File: config.mk
export PLATFORM = sky130hd
export DESIGN_NAME = seven_seg_scroller
export DESIGN_NICKNAME = d
export VERILOG_FILES = /design/src/rtl/seven_seg_scroller.sv
export SDC_FILE = /design/constraint.sdc
export NUM_CORES = 1
export LEC_CHECK = 0
export ABC_AREA = 0
export CAP_MARGIN = 20
export CORE_AREA = 2 2 74 76
export DETAILED_ROUTE_END_ITERATION = 12
export DIE_AREA = 0 0 76 78
export PLACE_DENSITY = 0.8
export SLEW_MARGIN = 15
export SYNTH_ARGS = -nofsm -noshare
export SYNTH_HDL_FRONTEND = slang
export SYNTH_SLANG_ARGS = --single-unit
File: constraint.sdc
create_clock -name clk -period 5 [get_ports clk]
set_clock_uncertainty 0.15 [all_clocks]
set_input_delay 1.25 -clock clk [delete_from_list [all_inputs] [get_ports clk]]
set_output_delay 1.25 -clock clk [all_outputs]
set_load 0.05 [all_outputs]
File: src/rtl/seven_seg_scroller.sv
// Display stage for the signed 5-digit BCD product: latches the value and scans a
// scrollable 4-symbol window of "sign + 5 digits" onto a multiplexed 7-segment display.
module seven_seg_scroller #(
    parameter int REFRESH_DIV = 100000
) (
    input  logic        clk,
    input  logic        rst,
    input  logic [19:0] bcd,
    input  logic        sign,
    input  logic        valid,
    input  logic        scroll_left,
    input  logic        scroll_right,
    output logic [3:0]  an,
    output logic [6:0]  seg
);

    localparam int CNT_W = (REFRESH_DIV > 1) ? $clog2(REFRESH_DIV) : 1;
    localparam logic [CNT_W-1:0] CNT_LAST = CNT_W'(REFRESH_DIV - 1);

    localparam logic [6:0] SEG_MINUS = 7'b0111111;
    localparam logic [6:0] SEG_BLANK = 7'b1111111;
    localparam logic [1:0] OFFSET_MAX = 2'd2;

    logic [19:0]      data_q, data_d;
    logic             sign_q, sign_d;
    logic [1:0]       offset_q, offset_d;
    logic [CNT_W-1:0] refreshCnt_q, refreshCnt_d;
    logic [1:0]       pos_q, pos_d;
    logic [3:0]       an_q, an_d;
    logic [6:0]       seg_q, seg_d;

    logic [2:0]       symIdx;
    logic [3:0]       symNib;

    function automatic logic [6:0] glyph(input logic [3:0] nib);
        logic [6:0] g;
        case (nib)
            4'd0:    g = 7'b1000000;
            4'd1:    g = 7'b1111001;
            4'd2:    g = 7'b0100100;
            4'd3:    g = 7'b0110000;
            4'd4:    g = 7'b0011001;
            4'd5:    g = 7'b0010010;
            4'd6:    g = 7'b0000010;
            4'd7:    g = 7'b1111000;
            4'd8:    g = 7'b0000000;
            4'd9:    g = 7'b0010000;
            default: g = SEG_BLANK;
        endcase
        return g;
    endfunction

    always_ff @(posedge clk) begin
        if (rst) begin
            data_q       <= '0;
            sign_q       <= 1'b0;
            offset_q     <= '0;
            refreshCnt_q <= '0;
            pos_q        <= '0;
            an_q         <= 4'b1111;
            seg_q        <= SEG_BLANK;
        end else begin
            data_q       <= data_d;
            sign_q       <= sign_d;
            offset_q     <= offset_d;
            refreshCnt_q <= refreshCnt_d;
            pos_q        <= pos_d;
            an_q         <= an_d;
            seg_q        <= seg_d;
        end
    end

    always_comb begin
        data_d = data_q;
        sign_d = sign_q;
        if (valid) begin
            data_d = bcd;
            sign_d = sign;
        end

        offset_d = offset_q;
        case ({scroll_left, scroll_right})
            2'b10: if (offset_q != OFFSET_MAX) offset_d = offset_q + 2'd1;
            2'b01: if (offset_q != 2'd0)       offset_d = offset_q - 2'd1;
            default: offset_d = offset_q;
        endcase

        refreshCnt_d = refreshCnt_q + CNT_W'(1);
        pos_d        = pos_q;
        if (refreshCnt_q == CNT_LAST) begin
            refreshCnt_d = '0;
            pos_d        = pos_q + 2'd1;
        end
    end

    // Output registers use the pre-edge pos/offset/data so anode and segments move together.
    always_comb begin
        symIdx = {1'b0, offset_q} + {1'b0, pos_q};
        symNib = 4'hF;
        case (symIdx)
            3'd0:    symNib = data_q[3:0];
            3'd1:    symNib = data_q[7:4];
            3'd2:    symNib = data_q[11:8];
            3'd3:    symNib = data_q[15:12];
            3'd4:    symNib = data_q[19:16];
            default: symNib = 4'hF;
        endcase

        if (symIdx == 3'd5)
            seg_d = sign_q ? SEG_MINUS : SEG_BLANK;
        else
            seg_d = glyph(symNib);

        an_d = ~(4'b0001 << pos_q);
    end

    assign an  = an_q;
    assign seg = seg_q;

endmodule

Yosys cells after proc, flatten, opt, wreduce, memory -nomap -nowiden
Memory sizes are Yosys's and may differ from the RTL's.
Cells that the tools add are included.
{"block": "word_totals", "mem_count": 1, "register_bits": 53, "elab_cells": 37, "input_bits": 26, "out_inout_bits": 11, "romBits": 112}
{"block": "classes", "n_bitwise": 1, "n_eq_ne": 11, "muxes": 6, "reduce_logical": 5, "add_sub_neg": 5, "shifts": 1}
{"memory": "(no name shown)", "depth": 16, "word_bits": 7, "read_ports": 1, "rd_ports_with_merged_regs": 0, "write_ports": 0, "line": "37", "text": "case (nib)"}
{"cell": "$pmux W4 S5", "count": 1}
{"cell": "$add A17 B1 Y17 const B", "count": 1}
{"cell": "$eq A17 B17 Y1 const B", "count": 1}
{"cell": "$mux W7", "count": 2}
{"cell": "$eq A3 B2 Y1 const B", "count": 2}
{"cell": "$eq A3 B3 Y1 const B", "count": 2}
{"cell": "$ne A2 B2 Y1 const B", "count": 3}
{"cell": "$add A2 B1 Y2 const B", "count": 2}
{"cell": "$mux W2", "count": 2}
{"cell": "$not A4 Y4", "count": 1}
{"cell": "$pmux W2 S2", "count": 1}
{"cell": "$reduce_bool A2 Y1", "count": 2}
{"cell": "$shl A1 B2 Y4 const A", "count": 1}
{"cell": "$add A2 B2 Y3", "count": 1}
{"cell": "$eq A3 B1 Y1 const B", "count": 1}
{"cell": "$logic_not A3 Y1", "count": 1}
{"cell": "$reduce_and A3 Y1", "count": 1}
{"cell": "$eq A2 B1 Y1 const B", "count": 1}
{"cell": "$eq A2 B2 Y1 const B", "count": 1}
{"cell": "$reduce_or A2 Y1", "count": 1}
{"cell": "$sub A2 B1 Y2 const B", "count": 1}

Longest topological paths before layout
Gate-level depths: netlist of run 1.
An unclocked memory read counts as a cell.
{"block": "logic_depth", "depth_word": 5, "mapped_depth": 10, "mapped_depth_nobuf": 9}

Worst setup path after synthesis of run 1
Ideal clock, no wire load.
{"block": "synth_path", "kind": "reg-to-reg", "start": "reg pos_q[0]", "end": "reg seg_q[4], in the netlist seg[4]", "synth_period_minus_slack_ps": 2527, "required_time_ps": 4718, "path_buffers": 1, "t_arrival_ps": 2245, "path_stages_with_launch": 11, "slack_ps": 2473, "setup_ps": 132, "cell_sequence": "dfxtp_1 ha_1 fa_1 buf_6 mux2_2 o21ai_2 o21ai_2 inv_1 ha_1 and3_1 o21ai_1"}
{"block": "synth_between", "elab_chain_cells": 5, "elab_cells_between_ends": 10, "cone_classes": "1 x add/sub; 5 x eq/ne; 2 x mux; 1 x reduce/logical; 1 x memory"}
{"element": "from (decl)", "line": "28", "text": "logic [1:0] pos_q, pos_d;"}
{"element": "from (signal assigned)", "line": "67", "text": "pos_q <= pos_d;"}
{"element": "$add A2 B2 Y3 (*)", "line": "98", "text": "symIdx = {1'b0, offset_q} + {1'b0, pos_q};"}
{"element": "$eq A3 B3 Y1 (tied with other cells)", "line": "100", "text": "case (symIdx)"}
{"element": "$pmux W4 S5", "line": "100"}
{"element": "$mem_v2 Z16 W7"}
{"element": "$mux W7 (*)", "line": "109", "text": "if (symIdx == 3'd5)"}
{"element": "to (signal assigned)", "line": "69", "text": "seg_q <= seg_d;"}
{"element": "to (decl)", "line": "30", "text": "logic [6:0] seg_q, seg_d;"}
Every way passes the cells marked *; elsewhere a longest branch is shown, timed or not.
A chain may end at the register's enable or synchronous reset.

Final worst setup path of run 1
Same ends and word-level chain as after synthesis.

==> out/metrics.yaml, run 1 <==
timing:
  rsz0062_at_grt: "false"
  fmax_mhz: 344
  drv_slew: 0
  timing.final.ws_setup_ns: 2.10
  min_period_ns: 2.90
  finalCritPeriodShare_pct: 58.1
  hold_viol: 0
  setup_viol: 0
  relSlewSlack_pct: 61.0
  finalSetupTns_ns: 0
  holdWs_ns: 0.332
  worstMarginPinSlew_ns: 0.584
min_path:
  hp-start: "refreshCnt_q[0]"
  holdCritPathClass: "reg2reg"
yosys:
  yosys_warnings: 0
  syn_area_sq_um: 2460
  synth_ff_type: "dfxtp_1"
  ys_types: 44
  synth_most_common_cell: "dfxtp_1"
  synth_top_family_by_area: "simple AND/OR/NAND/NOR gates"
  synthAdderAreaFrac_pct: 6.41
  async_flop_share_pct: 0
  synth.mux.area_fraction_pct: 11.6
  synthCells: 253
  yosysSeqAreaShare_pct: 43.1
  synthTopCellsByCount: "dfxtp_1 (53), nor2_1 (45), mux2i_1 (23)"
  synth_xor_area_share_pct: 5.70
  avgSynthCellArea_sq_um: 9.72
  synth_edf_count: 0
  synth_compound_area_share_pct: 8.39
  syn_nets: 291
  synth-simple-area-share_pct: 20.6
  synth_top_area_share_pct: 43.1
  synth-seq-cells: 53
  yosysTopAreaCell: "dfxtp_1"
  synthTopCellsByArea: "dfxtp_1 (43%), mux2i_1 (9.4%), nor2_1 (6.9%)"
clocking:
  clkLatencyLatePin_ns: 0.30
  cts.reportedPaths.clkPinSlew_ns: 0.09
  cts_htree_levels: 2
  numClockSinks: 53
  hold_buffers: 0
  cts_tree: "done"
  numCtsBuffers: 5
  cts-root-buf: "clkbuf_8"
  post-cts-setup-buffers: 0
  cts-root-to-sink-buffers: 2
  cts_resized: 0
pwr:
  leakage_nw: 1.22
  p_per_area_nw_per_um2: 301
  peakVddDrop_v: 0.000248
  power_uw: 896
die:
  die_area_sq_um: 5930
  io_pins: 37
  core_sq_um: 5040
  start_util_pct: 48.8
  rows: 26
  fp.dieW_um: 76
  die_h_um: 78
cells_and_area:
  fin_nets: 325
  drive_gt1_share_pct: 8.68
  syn_to_final_growth_pct: 21.1
  diodes: 0
  final_cells: 358
route:
  ant_nets: 0
  firstDrtPassIters: 4
  wire_per_inst_um: 12.5
  drt-total-wl_um: 4480
  vias: 1805
  drt-initial-drc-count: 99
  drc: 0
  via_per_inst: 5.04
global_routing:
  antenna_found_initial: 0
  grt_pass1_vias: 1705
  grt_pass1_wl_um: 7800
  grtUsageTotal_pct: 16.0
  grt-ovfl-total: 0
  grt_max_degree: 33
critical_path:
  end_kind: "register"
  slowest_delay_ns: 0.85
  cp_num_buf_inv: 0
  crit_type: "reg2reg"
  path_delay_family: "adder cells"
  path_cells: "ha_1 -> fa_1 -> mux2_2 -> o21ai_0 -> o21ai_1 -> a211oi_1 -> o21ai_1"
  rr_startpoint: "pos_q[0]"
  critPathRequiredTime_ns: 5.03
  crit_top_cell: "o21ai_1"
  worstPathArrival_ns: 2.93
  critical_path.slowest_cell: "fa_1"
  worstSetupStartpointType: "register"
  critPathMaxFanout: 15
  critPathLaunch: "pos_q[0]"
placed_design:
  hpwl_um: 3230
  routabilityCongestion: 0.766
  post-place-ws_ns: 2.01
  io_buffers: 36
  dp.cells: 350
run_status:
  status: "finished, final reports clean"
job:
  maxCapViolCount: 0
[registers in the layout, summed over array words and instances (netlist names)]
signal / count
pos_q: 2
sign_q: 1
refreshCnt_q: 17
seg: 7
an: 4
data_q: 20
offset_q: 2
[power by group]
| part | leakage [nW] | total, mW | internal (mW) | switching (mW) |
|---|---|---|---|---|
| registers | 0.435 | 0.455 | 0.444 | 0.0107 |
| logic | 0.731 | 0.155 | 0.0688 | 0.0860 |
| clock network | 0.0554 | 0.286 | 0.150 | 0.136 |
[stage by stage]
stage               cell area, sq um  utilization [%]
floorplan                       2460                -
global placement                2840             56.3
detailed placement              2870             56.9
CTS                             2980             59.1
global route                    2980             59.1
finish                          2980             59.1
[cell type report]
type | count | area (sq um)
inverter | 7 | 26.3
tap | 70 | 87.6
sequential | 53 | 1060
multi-input combinational | 182 | 1300
clock buffer | 6 | 72.6
clock inverter | 2 | 38.8
timing repair buffer | 38 | 395
fill | 447 | 2060
[cell usage in the layout, fill, tap and decap left out, types with 4 or more instances in the layout]
cell type,synthesis,layout
clkbuf_8,0,5
clkdlybuf4s50_1,0,36
a21oi_1,4,4
xor2_1,11,11
nor2b_1,4,4
mux2_2,5,5
nand2b_1,6,6
nor2_1,45,45
dfxtp_1,53,53
o21ai_0,4,4
nand3_1,9,9
nand2_1,7,7
mux2i_1,23,23
inv_1,6,6
nand4_1,6,6
ha_1,11,11
xnor2_1,5,5
and3_1,6,6
[final timing paths]
path,endpoint,slack (ns),cells past startpoint
max,seg[4],2.10,7
min reg2reg,refreshCnt_q[0],0.33,1
min,refreshCnt_q[0],0.33,1
max reg2reg,seg[4],2.10,7
[logic make-up (layout without fill, tap and decap cells)]
| logic type | after synthesis | count (layout) |
|---|---|---|
| AO/OA/AOI/OAI | 27 | 27 |
| XOR/XNOR | 16 | 16 |
| adder cells (fa/ha/maj) | 12 | 12 |
| buffers and inverters | 18 | 53 |
| flip-flops | 53 | 53 |
| multiplexers | 28 | 28 |
| AND/OR/NAND/NOR | 99 | 99 |
[layer usage]
layer  global-route usage (%)  vias up  share of wire (%)
li1                         -      943                  -
met1                     21.2      828                 49
met2                     25.4       29                 46
met3                     4.42        5                4.2
met4                     5.09        0               0.89
met5                        0        -                  0
No activity file was read; power rests on OpenSTA's default activity.
==> run 2, diff against run 1 <==
--- a/config.mk
+++ b/config.mk
@@ -7,10 +7,10 @@
 export LEC_CHECK = 0
 export ABC_AREA = 0
 export CAP_MARGIN = 20
-export CORE_AREA = 2 2 74 76
+export CORE_AREA = 2 2 75 77
 export DETAILED_ROUTE_END_ITERATION = 12
-export DIE_AREA = 0 0 76 78
-export PLACE_DENSITY = 0.8
+export DIE_AREA = 0 0 77 79
+export PLACE_DENSITY = 0.81
 export SLEW_MARGIN = 15
 export SYNTH_ARGS = -nofsm -noshare
 export SYNTH_HDL_FRONTEND = slang
==> constraint.sdc (replaced) <==
create_clock -name clk -period 2.5 [get_ports clk]
set_clock_uncertainty 0.15 [all_clocks]
set_input_delay 0.625 -clock clk [delete_from_list [all_inputs] [get_ports clk]]
set_output_delay 0.625 -clock clk [all_outputs]
set_load 0.05 [all_outputs]
==> run 2 against run 1 <==
  * The run now ends with setup timing left
  * Sequential cell count stayed put
  * Clock power increased by 79%
  * Non-clock buffer count rose by 12
  * Cell area up 5.0%
  * Wire length grew 1.6%
  * Largest power group unchanged
==> out/metrics.yaml, run 2 (same netlist as run 1, synthesis figures left out) <==
global_routing:
  grt_max_degree: 22  # was 33
  grt_pass1_vias: 1754  # was 1705
  antenna_found_initial: 0  # unchanged
  grt_pass1_wl_um: 7750  # was 7800 um
  grtUsageTotal_pct: 15.8  # was 16.0%
  grt-ovfl-total: 0  # unchanged
route:
  drt-total-wl_um: 4550  # was 4480 um
  drt-initial-drc-count: 80  # was 99
  drt-met1-wl_um: 2330  # was 2210 um
  vias: 1866  # was 1805
  ant_nets: 0  # unchanged
  wl_met2_um: 1980  # was 2040 um
  firstDrtPassIters: 4  # unchanged
  wl_met3_um: 135  # was 186 um
  drc: 0  # unchanged
  highest_layer: "met4"  # unchanged
  wire_per_inst_um: 12.2  # was 12.5 um
  via_per_inst: 5.02  # was 5.04
critical_path:
  critPathMaxFanout: 5  # was 15
  crit_type: "reg2reg"  # unchanged
  worstSetupStartpointType: "register"  # unchanged
  end_kind: "register"  # unchanged
  worstPathArrival_ns: 2.56  # was 2.93 ns
  worstRegToRegCells: 9  # was 7
  critPathRequiredTime_ns: 2.53  # was 5.03 ns
clocking:
  cts_htree_levels: 2  # unchanged
  cts-root-buf: "clkbuf_8"  # unchanged
  numCtsBuffers: 5  # unchanged
  cts-root-to-sink-buffers: 2  # unchanged
  cts_tree: "done"  # unchanged
  numClockSinks: 53  # unchanged
  clkLatencyLatePin_ns: 0.30  # about the same
  cts.reportedPaths.clkPinSlew_ns: 0.09  # about the same
placed_design:
  dp.cells: 360  # was 350
  hpwl_um: 3290  # was 3230 um
  io_buffers: 36  # unchanged
  routabilityCongestion: 0.772  # was 0.766
timing:
  rsz0062_at_grt: "true"  # was false
  relSlewSlack_pct: 62.4  # was 61.0%
  min_period_ns: 2.53  # was 2.90 ns
  drv_slew: 0  # unchanged
  worstMarginPinSlew_ns: 0.564  # was 0.584 ns
  timing.final.ws_setup_ns: -0.0270  # was 2.10 ns
  setup_viol: 3  # was 0
  finalCritPeriodShare_pct: 101  # was 58.1%
  hold_viol: 0  # unchanged
  fmax_mhz: 396  # was 344 MHz
cells_and_area:
  final_cell_mix: "dfxtp_1 (50), nor2_1 (45), clkdlybuf4s50_1 (36)"  # was dfxtp_1 (53), nor2_1 (45), clkdlybuf4s50_1 (36)
  top_register: "data_q"  # unchanged
  syn_to_final_growth_pct: 27.1  # was 21.1%
  fillers: 498  # was 447
  final_cells: 372  # was 358
  diodes: 0  # unchanged
  layout_commonest_cell: "dfxtp_1"  # unchanged
  largest_register_ffs: 20  # unchanged
  drive_gt1_share_pct: 17.0  # was 8.68%
  fin_nets: 337  # was 325
die:
  start_util_pct: 46.1  # was 48.8%
  rows: 27  # was 26
  die_h_um: 79  # was 78 um
  fp.dieW_um: 77  # was 76 um
  core_sq_um: 5340  # was 5040 sq um
  die_area_sq_um: 6080  # was 5930 sq um
  io_pins: 37  # unchanged
min_path:
  holdCritPathClass: "reg2reg"  # unchanged
  holdPathStages: 1  # unchanged
pwr:
  peakVddDrop_v: 0.000233  # was 0.000248 V
  p_per_area_nw_per_um2: 564  # was 301 nW/um^2
  leakage_nw: 1.28  # was 1.22 nW
  power_mw: 1.76  # was 896 uW
job:
  maxCapViolCount: 0  # unchanged
run_status:
  violations: "setup timing"
  status: "finished with violations"  # was finished, final reports clean
## run 2: area by class of cell
cell class	instances	area [sq um]	share of cell area [%]
Inverter	7	28.8	0.920
Multi-Input combinational cell	182	1370	43.7
Tap cell	72	90.1	2.88
Clock buffer	7	96.3	3.08
Timing Repair Buffer	50	473	15.1
Clock inverter	1	5.00	0.160
Sequential cell	53	1070	34.1
## run 2: path summary, 6_finish.rpt
kind,startpoint,to,slack (ns)
setup / recovery,pos_q[0],seg[5],-0.03
setup reg to reg,pos_q[0],seg[5],-0.03
hold reg to reg,refreshCnt_q[0],refreshCnt_q[0],0.33
hold / removal,refreshCnt_q[0],refreshCnt_q[0],0.33
## run 2: timing repair
action	4_1_cts	5_1_grt
pin swaps	1	1
hold buffers	0	0
cloned	0	0
setup buffers	4	0
endpoints found under the setup margin	7	7
gates resized for setup	2	15
## run 2: report_power, final
| part | switching [mW] | internal [mW] |
|---|---|---|
| Combinational | 0.182 | 0.160 |
| Clock | 0.262 | 0.250 |
| Sequential | 0.0234 | 0.887 |
## run 2: metal layers
| metal | vias to the layer above | track usage, % |
|---|---|---|
| li1 | 967 | - |
| met3 | 9 | 3.86 |
| met4 | 0 | 7.32 |
| met2 | 31 | 24.0 |
| met5 | - | 0 |
| met1 | 859 | 21.2 |
## run 2: stage by stage
stage / setup TNS, ns / instance area, sq um / worst slack [ns] / hold slack, ns / utilization (%)
6_report: -0.0398 / 3130 / -0.0270 / 0.329 / 58.6
5_1_grt: -0.484 / 3130 / -0.109 / 0.377 / 58.6
4_1_cts: 0 / 3070 / 0.00209 / 0.332 / 57.5
3_5_place_dp: -0.367 / 2940 / -0.0690 / 0.311 / 55.0
3_3_place_gp: -0.0592 / 2940 / -0.0209 / 0.307 / 55.0
2_1_floorplan: 0 / 2490 / 0.0107 / 0.288 / -
## run 2: worst max-delay path, cell delays in order, from the launching register on
cell	delay [ns]
dfxtp_4	0.36
ha_4	0.15
fa_2	0.59
buf_4	0.15
mux2_4	0.30
o21ai_2	0.12
o21ai_2	0.10
ha_1	0.22
nor3_2	0.19
o21ai_1	0.07
